## src/rtl/uart_fifo_pkg.sv

```systemverilog
// Shared constants and types for the UART receive FIFO and its drain engine.
package uart_fifo_pkg;
  localparam int FIFO_RD_LATENCY = 2;
  localparam int FIFO_DEPTH      = 128;
  localparam int UART_DATA_W     = 8;

  typedef logic [UART_DATA_W-1:0] uart_byte_t;
endpackage

```

## src/rtl/uart_drain_outbuf.sv

```systemverilog
// Circular output buffer for the drain engine: push from FIFO capture, pop on host transfer.
module uart_drain_outbuf
  import uart_fifo_pkg::*;
#(
  parameter int DEPTH  = 2,
  parameter int DATA_W = UART_DATA_W,
  localparam int PW    = (DEPTH > 1) ? $clog2(DEPTH) : 1,
  localparam int CW    = $clog2(DEPTH + 1)
) (
  input  logic              clock,
  input  logic              reset,
  input  logic              clear,
  input  logic              push,
  input  logic [DATA_W-1:0] push_data,
  input  logic              pop,
  output logic [CW-1:0]     count,
  output logic              valid,
  output logic [DATA_W-1:0] head
);
  logic [DEPTH-1:0][DATA_W-1:0] mem;
  logic [PW-1:0]                wr_ptr, rd_ptr;

  function automatic logic [PW-1:0] ptr_inc(input logic [PW-1:0] p);
    return (p == PW'(DEPTH - 1)) ? '0 : p + PW'(1);
  endfunction

  always_ff @(posedge clock) begin
    if (reset) begin
      mem    <= '0;
      wr_ptr <= '0;
      rd_ptr <= '0;
      count  <= '0;
    end else if (clear) begin
      wr_ptr <= '0;
      rd_ptr <= '0;
      count  <= '0;
    end else begin
      if (push) begin
        mem[wr_ptr] <= push_data;
        wr_ptr      <= ptr_inc(wr_ptr);
      end
      if (pop) rd_ptr <= ptr_inc(rd_ptr);
      // Push into a full buffer cannot happen: the issue credit reserves a slot per strobe.
      case ({push, pop})
        2'b10:   count <= count + CW'(1);
        2'b01:   count <= count - CW'(1);
        default: ;
      endcase
    end
  end

  assign valid = (count != '0);
  assign head  = mem[rd_ptr];
endmodule

```

## src/rtl/uart_rx_fifo_drain.sv

```systemverilog
// Drain engine for the UART RX FIFO: credit-based read strobes, latency tracking, valid/ready output.
// Optional flush port and discard tagging when UART_RX_FIFO_FLUSH_EN is defined.
module uart_rx_fifo_drain
  import uart_fifo_pkg::*;
#(
  parameter int RD_LATENCY = FIFO_RD_LATENCY,
  parameter int OUT_DEPTH  = 2,
  parameter int DATA_W     = UART_DATA_W
) (
  input  logic              clock,
  input  logic              reset,
`ifdef UART_RX_FIFO_FLUSH_EN
  input  logic              flush,
`endif
  input  logic              fifo_empty,
  input  logic [DATA_W-1:0] fifo_data,
  output logic              fifo_read_n,
  output logic              rx_valid,
  output logic [DATA_W-1:0] rx_data,
  input  logic              rx_ready,
  output logic [1:0]        inflight
);
  localparam int CW   = $clog2(OUT_DEPTH + 1);
  localparam int IMAX = (OUT_DEPTH < 3) ? OUT_DEPTH : 3;

  logic [RD_LATENCY-1:0] trk;
  logic [7:0]            pend;
  logic [CW-1:0]         occ;
  logic                  credit_ok, issue, capture, buf_valid, pop, clear;

  always_comb begin
    pend = '0;
    for (int i = 0; i < RD_LATENCY; i++) pend = pend + 8'(trk[i]);
  end

  assign inflight  = (pend > 8'(IMAX)) ? 2'(IMAX) : pend[1:0];
  assign credit_ok = (8'(occ) + pend) < 8'(OUT_DEPTH);

`ifdef UART_RX_FIFO_FLUSH_EN
  // Strobes in flight across a flush carry a discard tag so their late data is dropped.
  logic [RD_LATENCY-1:0] disc;

  always_ff @(posedge clock) begin
    if (reset)      disc <= '0;
    else if (flush) disc <= '1;
    else            disc <= disc << 1;
  end

  assign issue    = !reset && !fifo_empty && (flush || credit_ok);
  assign capture  = trk[RD_LATENCY-1] && !disc[RD_LATENCY-1] && !flush;
  assign rx_valid = buf_valid && !flush;
  assign clear    = flush;
`else
  assign issue    = !reset && !fifo_empty && credit_ok;
  assign capture  = trk[RD_LATENCY-1];
  assign rx_valid = buf_valid;
  assign clear    = 1'b0;
`endif

  assign fifo_read_n = !issue;
  assign pop         = rx_valid && rx_ready;

  always_ff @(posedge clock) begin
    if (reset) trk <= '0;
    else       trk <= (trk << 1) | RD_LATENCY'(issue);
  end

  uart_drain_outbuf #(
    .DEPTH  (OUT_DEPTH),
    .DATA_W (DATA_W)
  ) u_buf (
    .clock     (clock),
    .reset     (reset),
    .clear     (clear),
    .push      (capture),
    .push_data (fifo_data),
    .pop       (pop),
    .count     (occ),
    .valid     (buf_valid),
    .head      (rx_data)
  );
endmodule

```

## config.mk

```make
export PLATFORM = sky130hd
export DESIGN_NAME = uart_rx_fifo_drain
export DESIGN_NICKNAME = d
export VERILOG_FILES = /design/src/rtl/uart_fifo_pkg.sv /design/src/rtl/uart_drain_outbuf.sv /design/src/rtl/uart_rx_fifo_drain.sv
export SDC_FILE = /design/constraint.sdc
export NUM_CORES = 1
export LEC_CHECK = 0
export BUFFER_PORTS_ARGS = -buffer_cell sky130_fd_sc_hd__buf_2
export CORE_MARGIN = 1.5
export CORE_UTILIZATION = 51
export DETAILED_ROUTE_END_ITERATION = 7
export PLACE_DENSITY_LB_ADDON = 0.1
export SLEW_MARGIN = 0
export SYNTH_ARGS = -nofsm -noshare
export SYNTH_HDL_FRONTEND = slang
export SYNTH_HIERARCHICAL = 1
export SYNTH_SLANG_ARGS = --single-unit
```

## constraint.sdc

```tcl
create_clock -name clock -period 2.1 [get_ports clock]
set_input_delay 0.63 -clock clock [delete_from_list [all_inputs] [get_ports clock]]
set_output_delay 0.63 -clock clock [all_outputs]
set_load 0.05 [all_outputs]
```

### Yosys cells after proc, flatten, opt, wreduce, memory -nomap -nowiden

Cells that the tools add are included.

| word-level totals | value |
|---|---|
| register bits after elaboration | 22 |
| output and inout port bits | 12 |

| operators by class | value |
|---|---|
| order comparisons | 5 |
| reductions and logical operators | 9 |
| bitwise gates (word level) | 1 |
| equality and inequality tests | 2 |
| $add $sub $neg | 6 |
| muxes and demuxes | 9 |

Operator list:

| cell | count |
|---|---|
| $mux 8 | 3 |
| $bwmux 16 | 1 |
| $demux 8 s1 | 1 |
| $logic_and 1x1->1 | 4 |
| $lt 1x2->1 const B | 2 |
| $pmux 2 s2 | 1 |
| $reduce_bool 2->1 | 2 |
| $add 2x2->3 | 1 |
| $logic_not 1->1 | 3 |
| $lt 3x2->1 const B | 1 |
| $add 1x1->1 const B | 2 |
| $add 1x1->2 | 1 |
| $add 2x1->2 const B | 1 |
| $eq 2x1->1 const B | 1 |
| $eq 2x2->1 const B | 1 |
| $gt 2x2->1 const B | 1 |
| $mux 1 | 2 |
| $mux 2 | 1 |
| $or 2x1->2 | 1 |
| $sub 2x1->2 const B | 1 |
| $ge 1x1->1 const B | 1 |

### Logic depth before layout (Yosys ltp)

| logic depth | value |
|---|---|
| word-level depth | 5 |
| depth in mapped cells | 6 |
| depth with buffers taken out | 6 |

### Cells and area by module

Netlist, hierarchy kept.

By module, submodules not included:

| module | sequential area each (um2) | area each (um2) | cells an instance | times used |
|---|---|---|---|---|
| uart_drain_outbuf | 400.4 | 842.1 | 80 | 1 |
| uart_rx_fifo_drain | 40.0 | 138.9 | 13 | 1 |

### Worst setup path before layout

Ideal clock, no wire load.

| timing path | value |
|---|---|
| path kind | register to output |
| start | register trk[1] |
| end | output port fifo_read_n |
| data arrival time | 2.037 ns |
| required time | 1.470 ns |
| setup slack | -0.567 ns |
| cell stages (with the launch flop) | 5 |
| path through | dfxtp_1 -> ha_1 -> nand2_1 -> fa_1 -> nand4bb_1 |

| between the ends | value |
|---|---|
| longest elaborated chain between the ends | 5 |

Ends and longest elaborated chain:

| item | RTL line | text |
|---|---|---|
| start, declared | uart_rx_fifo_drain.sv:26 | `logic [RD_LATENCY-1:0] trk;` |
| start signal, assigned | uart_rx_fifo_drain.sv:65 | `else trk <= (trk << 1) \| RD_LATENCY'(issue);` |
| $add 1x1->2 | uart_rx_fifo_drain.sv:33 | `for (int i = 0; i < RD_LATENCY; i++) pend = pend + 8'(trk[i]);` |
| $add 2x2->3 | uart_rx_fifo_drain.sv:37 | `assign credit_ok = (8'(occ) + pend) < 8'(OUT_DEPTH);` |
| $lt 3x2->1 | uart_rx_fifo_drain.sv:37 |  |
| $logic_and 1x1->1 | uart_rx_fifo_drain.sv:54 | `assign issue = !reset && !fifo_empty && credit_ok;` |
| $logic_not 1->1 | uart_rx_fifo_drain.sv:60 | `assign fifo_read_n = !issue;` |
| end, declared | uart_rx_fifo_drain.sv:17 | `output logic fifo_read_n,` |

Every way passes these cells.

### Final worst setup path

| timing path | value |
|---|---|
| start | register trk[0] |
| end | output port fifo_read_n |

The elaborated chain is that of the path after synthesis.

==> impl_table.tex <==
\begin{tabular}{lr}
\hline
Metric & Value \\
\hline
\multicolumn{2}{l}{\textbf{Synthesis}} \\
Seq cells post-synth & 22 \\
Number of unique standard cell types used by synthesis & 25 \\
Share of flip-flops with an asynchronous set or reset & 0 \\
Avg Synthesized Cell Area & 10.55 um\^{}2 \\
Count of flip-flops with a built-in enable after synthesis & 0 \\
Primary flip-flop cell chosen by synthesis mapping & sky130\_fd\_sc\_hd\_\_dfxtp\_1 \\
Post-synthesis instance area & 980.9 um\^{}2 \\
Number of instances in the synthesized netlist & 93 \\
Share of synthesized area occupied by flip-flops and latches & 0.4490 \\
Count of synthesis-stage warnings from yosys & 6 \\
\multicolumn{2}{l}{\textbf{Min path}} \\
Type of the worst min-delay path & register to register \\
Number of cells traversed by the worst hold path & 2 \\
Critical hold path startpoint & u\_buf/mem[3] \\
Hold path endpoint & u\_buf/mem[3] \\
\multicolumn{2}{l}{\textbf{Worst setup path}} \\
Largest fanout of any net on the critical path & 2 \\
Worst setup path category & register to output port \\
Startpoint Class & register \\
Arrival time at the worst endpoint & 1.81 ns \\
Start of the worst register-to-register path & u\_buf/count[0] \\
Crit. End Element & output port \\
Data required, critical path & 1.47 ns \\
RR Endpoint & u\_buf/count[1] \\
Number of cells traversed by the worst register-to-register path & 5 \\
Reg2Reg Setup Slack & 0.13 ns \\
\multicolumn{2}{l}{\textbf{Finish}} \\
Antenna diode instance count & 0 \\
Share of post-route cells with drive strength above 1 & 0.4032 \\
Sequential cell area & 444.2 um\^{}2 \\
Layout overhead on the synthesized area & 27.68\% \\
Most common library cell in the layout ignoring fill and taps & sky130\_fd\_sc\_hd\_\_buf\_2 \\
Area of the multi-input gates & 561.8 um\^{}2 \\
Filler Cells Inserted & 150 \\
Number of nets in the layout & 141 \\
Most frequent cells in the layout & sky130\_fd\_sc\_hd\_\_buf\_2 (22), sky130\_fd\_sc\_hd\_\_dfxtp\_1 (19), sky130\_fd\_sc\_hd\_\_mux2i\_1 (16), sky130\_fd\_sc\_hd\_\_nor2\_1 (16), sky130\_fd\_sc\_hd\_\_mux2\_2 (8) \\
\multicolumn{2}{l}{\textbf{STA}} \\
Min Clock Period, post-route & 2.438 ns \\
Number of slew-limit violations in the final report & 0 \\
Number of setup violations in the final report & 1 \\
Final TNS setup & -0.3379 ns \\
Achievable Freq & 0.4102 GHz \\
Slew at the pin with the worst max-slew slack & 0.5480 ns \\
Number of failing hold endpoints at the final stage & 0 \\
RSZ-0062 raised after global routing & yes \\
Slack of the critical path & -0.3379 ns \\
Relative slew slack & 0.6336 \\
Final worst clock skew & 0.006282 ns \\
Crit share post-route & 1.161 \\
\multicolumn{2}{l}{\textbf{Drt}} \\
First-pass iteration count of the detailed router & 4 \\
Post-route DRC violation count & 0 \\
Overall via count from detail\_route & 738 \\
Number of DRC markers in iteration 0 & 7 \\
Final WL & 1843 um \\
Wire length per cell & 12.37 um \\
Via-per-instance ratio & 4.953 \\
Number of nets with antenna violations after detailed routing & 0 \\
\multicolumn{2}{l}{\textbf{Clock network}} \\
TritonCTS clock tree & yes \\
Clk\_lat worst skew & 0.30 ns \\
Post-CTS setup repair buffer count & 0 \\
Worst-case clock buffer depth & 2 \\
Clk Tree Root Cell & sky130\_fd\_sc\_hd\_\_clkbuf\_4 \\
H-Tree Level Count & 1 \\
Sinks on the clock net & 22 \\
Count of hold-fix buffers inserted at cts & 0 \\
Clock transition time at the flip-flop clock pins of the worst setup and hold paths & 0.13 ns \\
Cts bufs inserted & 3 \\
\multicolumn{2}{l}{\textbf{Placement}} \\
Worst setup timing slack at the placement stage & -0.07217 ns \\
Total of buffers placed on input and output ports & 23 \\
Post-detail-place hpwl & 1325 um \\
Placer Congestion & 0.7759 \\
\multicolumn{2}{l}{\textbf{Flow run}} \\
Number of maximum-capacitance violations & 0 \\
\multicolumn{2}{l}{\textbf{Power and ir drop}} \\
VDD IR max & 405.8 uV \\
Power density cells & 674.6 mW/mm\^{}2 \\
Proportion of power drawn by flip-flops and latches & 0.509 \\
Clock network fraction of total power & 0.380 \\
Fraction of power consumed by combinational cells & 0.111 \\
Static Leakage & 0.5881 nW \\
Switching share of power & 0.2241 \\
Cell-internal power & 655.5 uW \\
Power dissipated by switching net loads & 189.4 uW \\
\multicolumn{2}{l}{\textbf{Die}} \\
Initial standard-cell utilization of the core & 0.5560 \\
Floorplan row count & 15 \\
Die area & 0.002195 mm\^{}2 \\
Number of top-level design ports & 24 \\
Core area & 0.001764 mm\^{}2 \\
Width of the die & 46.86 um \\
Vertical extent of the die & 46.86 um \\
\multicolumn{2}{l}{\textbf{GRT}} \\
Total GRT Usage & 0.1905 \\
Wire length of the first global-routing pass & 2898 um \\
Sum of overflow across all layers after global routing & 0 \\
Number of antenna violations at the first check in global routing & 0 \\
Largest net degree at the start of global routing & 23 \\
Via count of the first global-routing pass & 669 \\
\multicolumn{2}{l}{\textbf{Status}} \\
Violations in the final reports & negative setup slack \\
Outcome & complete, but fails checks \\
\hline
\end{tabular}
## how the worst max path moves through the flow
stage | start | end | slack [ns] | cells after the start
6_report | trk[0] | fifo_read_n | -0.34 | 5
5_1_grt | trk[0] | fifo_read_n | -0.39 | 5
4_1_cts | trk[0] | fifo_read_n | -0.34 | 5
3_5_place_dp | trk[0] | fifo_read_n | -0.07 | 5
3_3_place_gp | trk[0] | fifo_read_n | -0.04 | 5
2_1_floorplan | trk[1] | fifo_read_n | -0.11 | 4
## area by class of cell
| type | count | share of cell area |
|---|---|---|
| clock buffers | 3 | 0.01798 |
| clock inverters | 1 | 0.02398 |
| inverters | 3 | 0.008991 |
| multi-input cells | 68 | 0.4486 |
| flip-flops and latches | 22 | 0.3546 |
| well taps | 25 | 0.02498 |
| repair buffers | 27 | 0.1209 |
## synth_stat cells, types with 2 or more instances
master                      n  area, um^2
sky130_fd_sc_hd__ha_1       3       37.54
sky130_fd_sc_hd__inv_1      3       11.26
sky130_fd_sc_hd__nor3_1     3       15.01
sky130_fd_sc_hd__mux2i_1   16       160.2
sky130_fd_sc_hd__dfxtp_1   22       440.4
sky130_fd_sc_hd__clkbuf_1   2       7.510
sky130_fd_sc_hd__buf_2      2       10.01
sky130_fd_sc_hd__mux2_2     8       90.09
sky130_fd_sc_hd__nor2_1    16       60.06
sky130_fd_sc_hd__xnor2_1    3       26.28
## power by group through the flow
stage	combinational, mW	clock (mW)	sequential [mW]
floorplan	0.0664	0	0.438
global placement	0.0899	0	0.439
detailed placement	0.0917	0	0.439
CTS	0.0940	0.322	0.430
global route	0.102	0.338	0.431
finish	0.0940	0.321	0.430
## per-stage QoR
step	hold WS (ns)	std cells	utilization	total power [mW]	area, um^2
2_1_floorplan	0.4561	98	-	0.5048	1032
3_3_place_gp	0.4688	145	0.6738	0.5287	1189
3_5_place_dp	0.4831	145	0.6738	0.5311	1189
4_1_cts	0.5134	149	0.7085	0.8460	1250
5_1_grt	0.5368	149	0.7099	0.8707	1252
6_report	0.5060	149	0.7099	0.8449	1252
## cells by family (layout without fill, tap and decap cells)
| logic type | Yosys count | count (layout) | synth area share |
|---|---|---|---|
| AOI/OAI and AO/OA | 2 | 2 | 0.01275 |
| xor gates and xnor gates | 4 | 4 | 0.03572 |
| adders and majority gates | 4 | 4 | 0.05868 |
| buffers and inverters | 8 | 34 | 0.03700 |
| DFF | 22 | 22 | 0.4490 |
| muxes | 24 | 24 | 0.2551 |
| other | 1 | 6 | 0.003823 |
| and+or+nand+nor | 28 | 28 | 0.1480 |
## timing repair
action                     CTS  global route
pin swaps                    1             0
setup endpoints to repair    9             1
hold endpoints to repair     0             0
resized for setup            4             1
## layer usage
metal,vias up,share of wire,GRT usage
met1,349,0.44,0.2500
met5,-,0,0
met3,2,0.040,0.03462
li1,369,-,-
met2,18,0.51,0.3151
met4,0,0.0092,0.06667
## registers in the layout, summed over array words and instances (netlist names)
name and flops:
u_buf/mem 16, trk 2, u_buf/count 2, u_buf/rd_ptr 1, u_buf/wr_ptr 1
## critical path, cell delays in order (launching register included)
cell,delay (ns)
sky130_fd_sc_hd__dfxtp_2,0.35
sky130_fd_sc_hd__ha_4,0.27
sky130_fd_sc_hd__nand2_2,0.05
sky130_fd_sc_hd__fa_2,0.57
sky130_fd_sc_hd__nand4bb_4,0.11
sky130_fd_sc_hd__buf_6,0.16
Power figures use the tool's default switching activity.
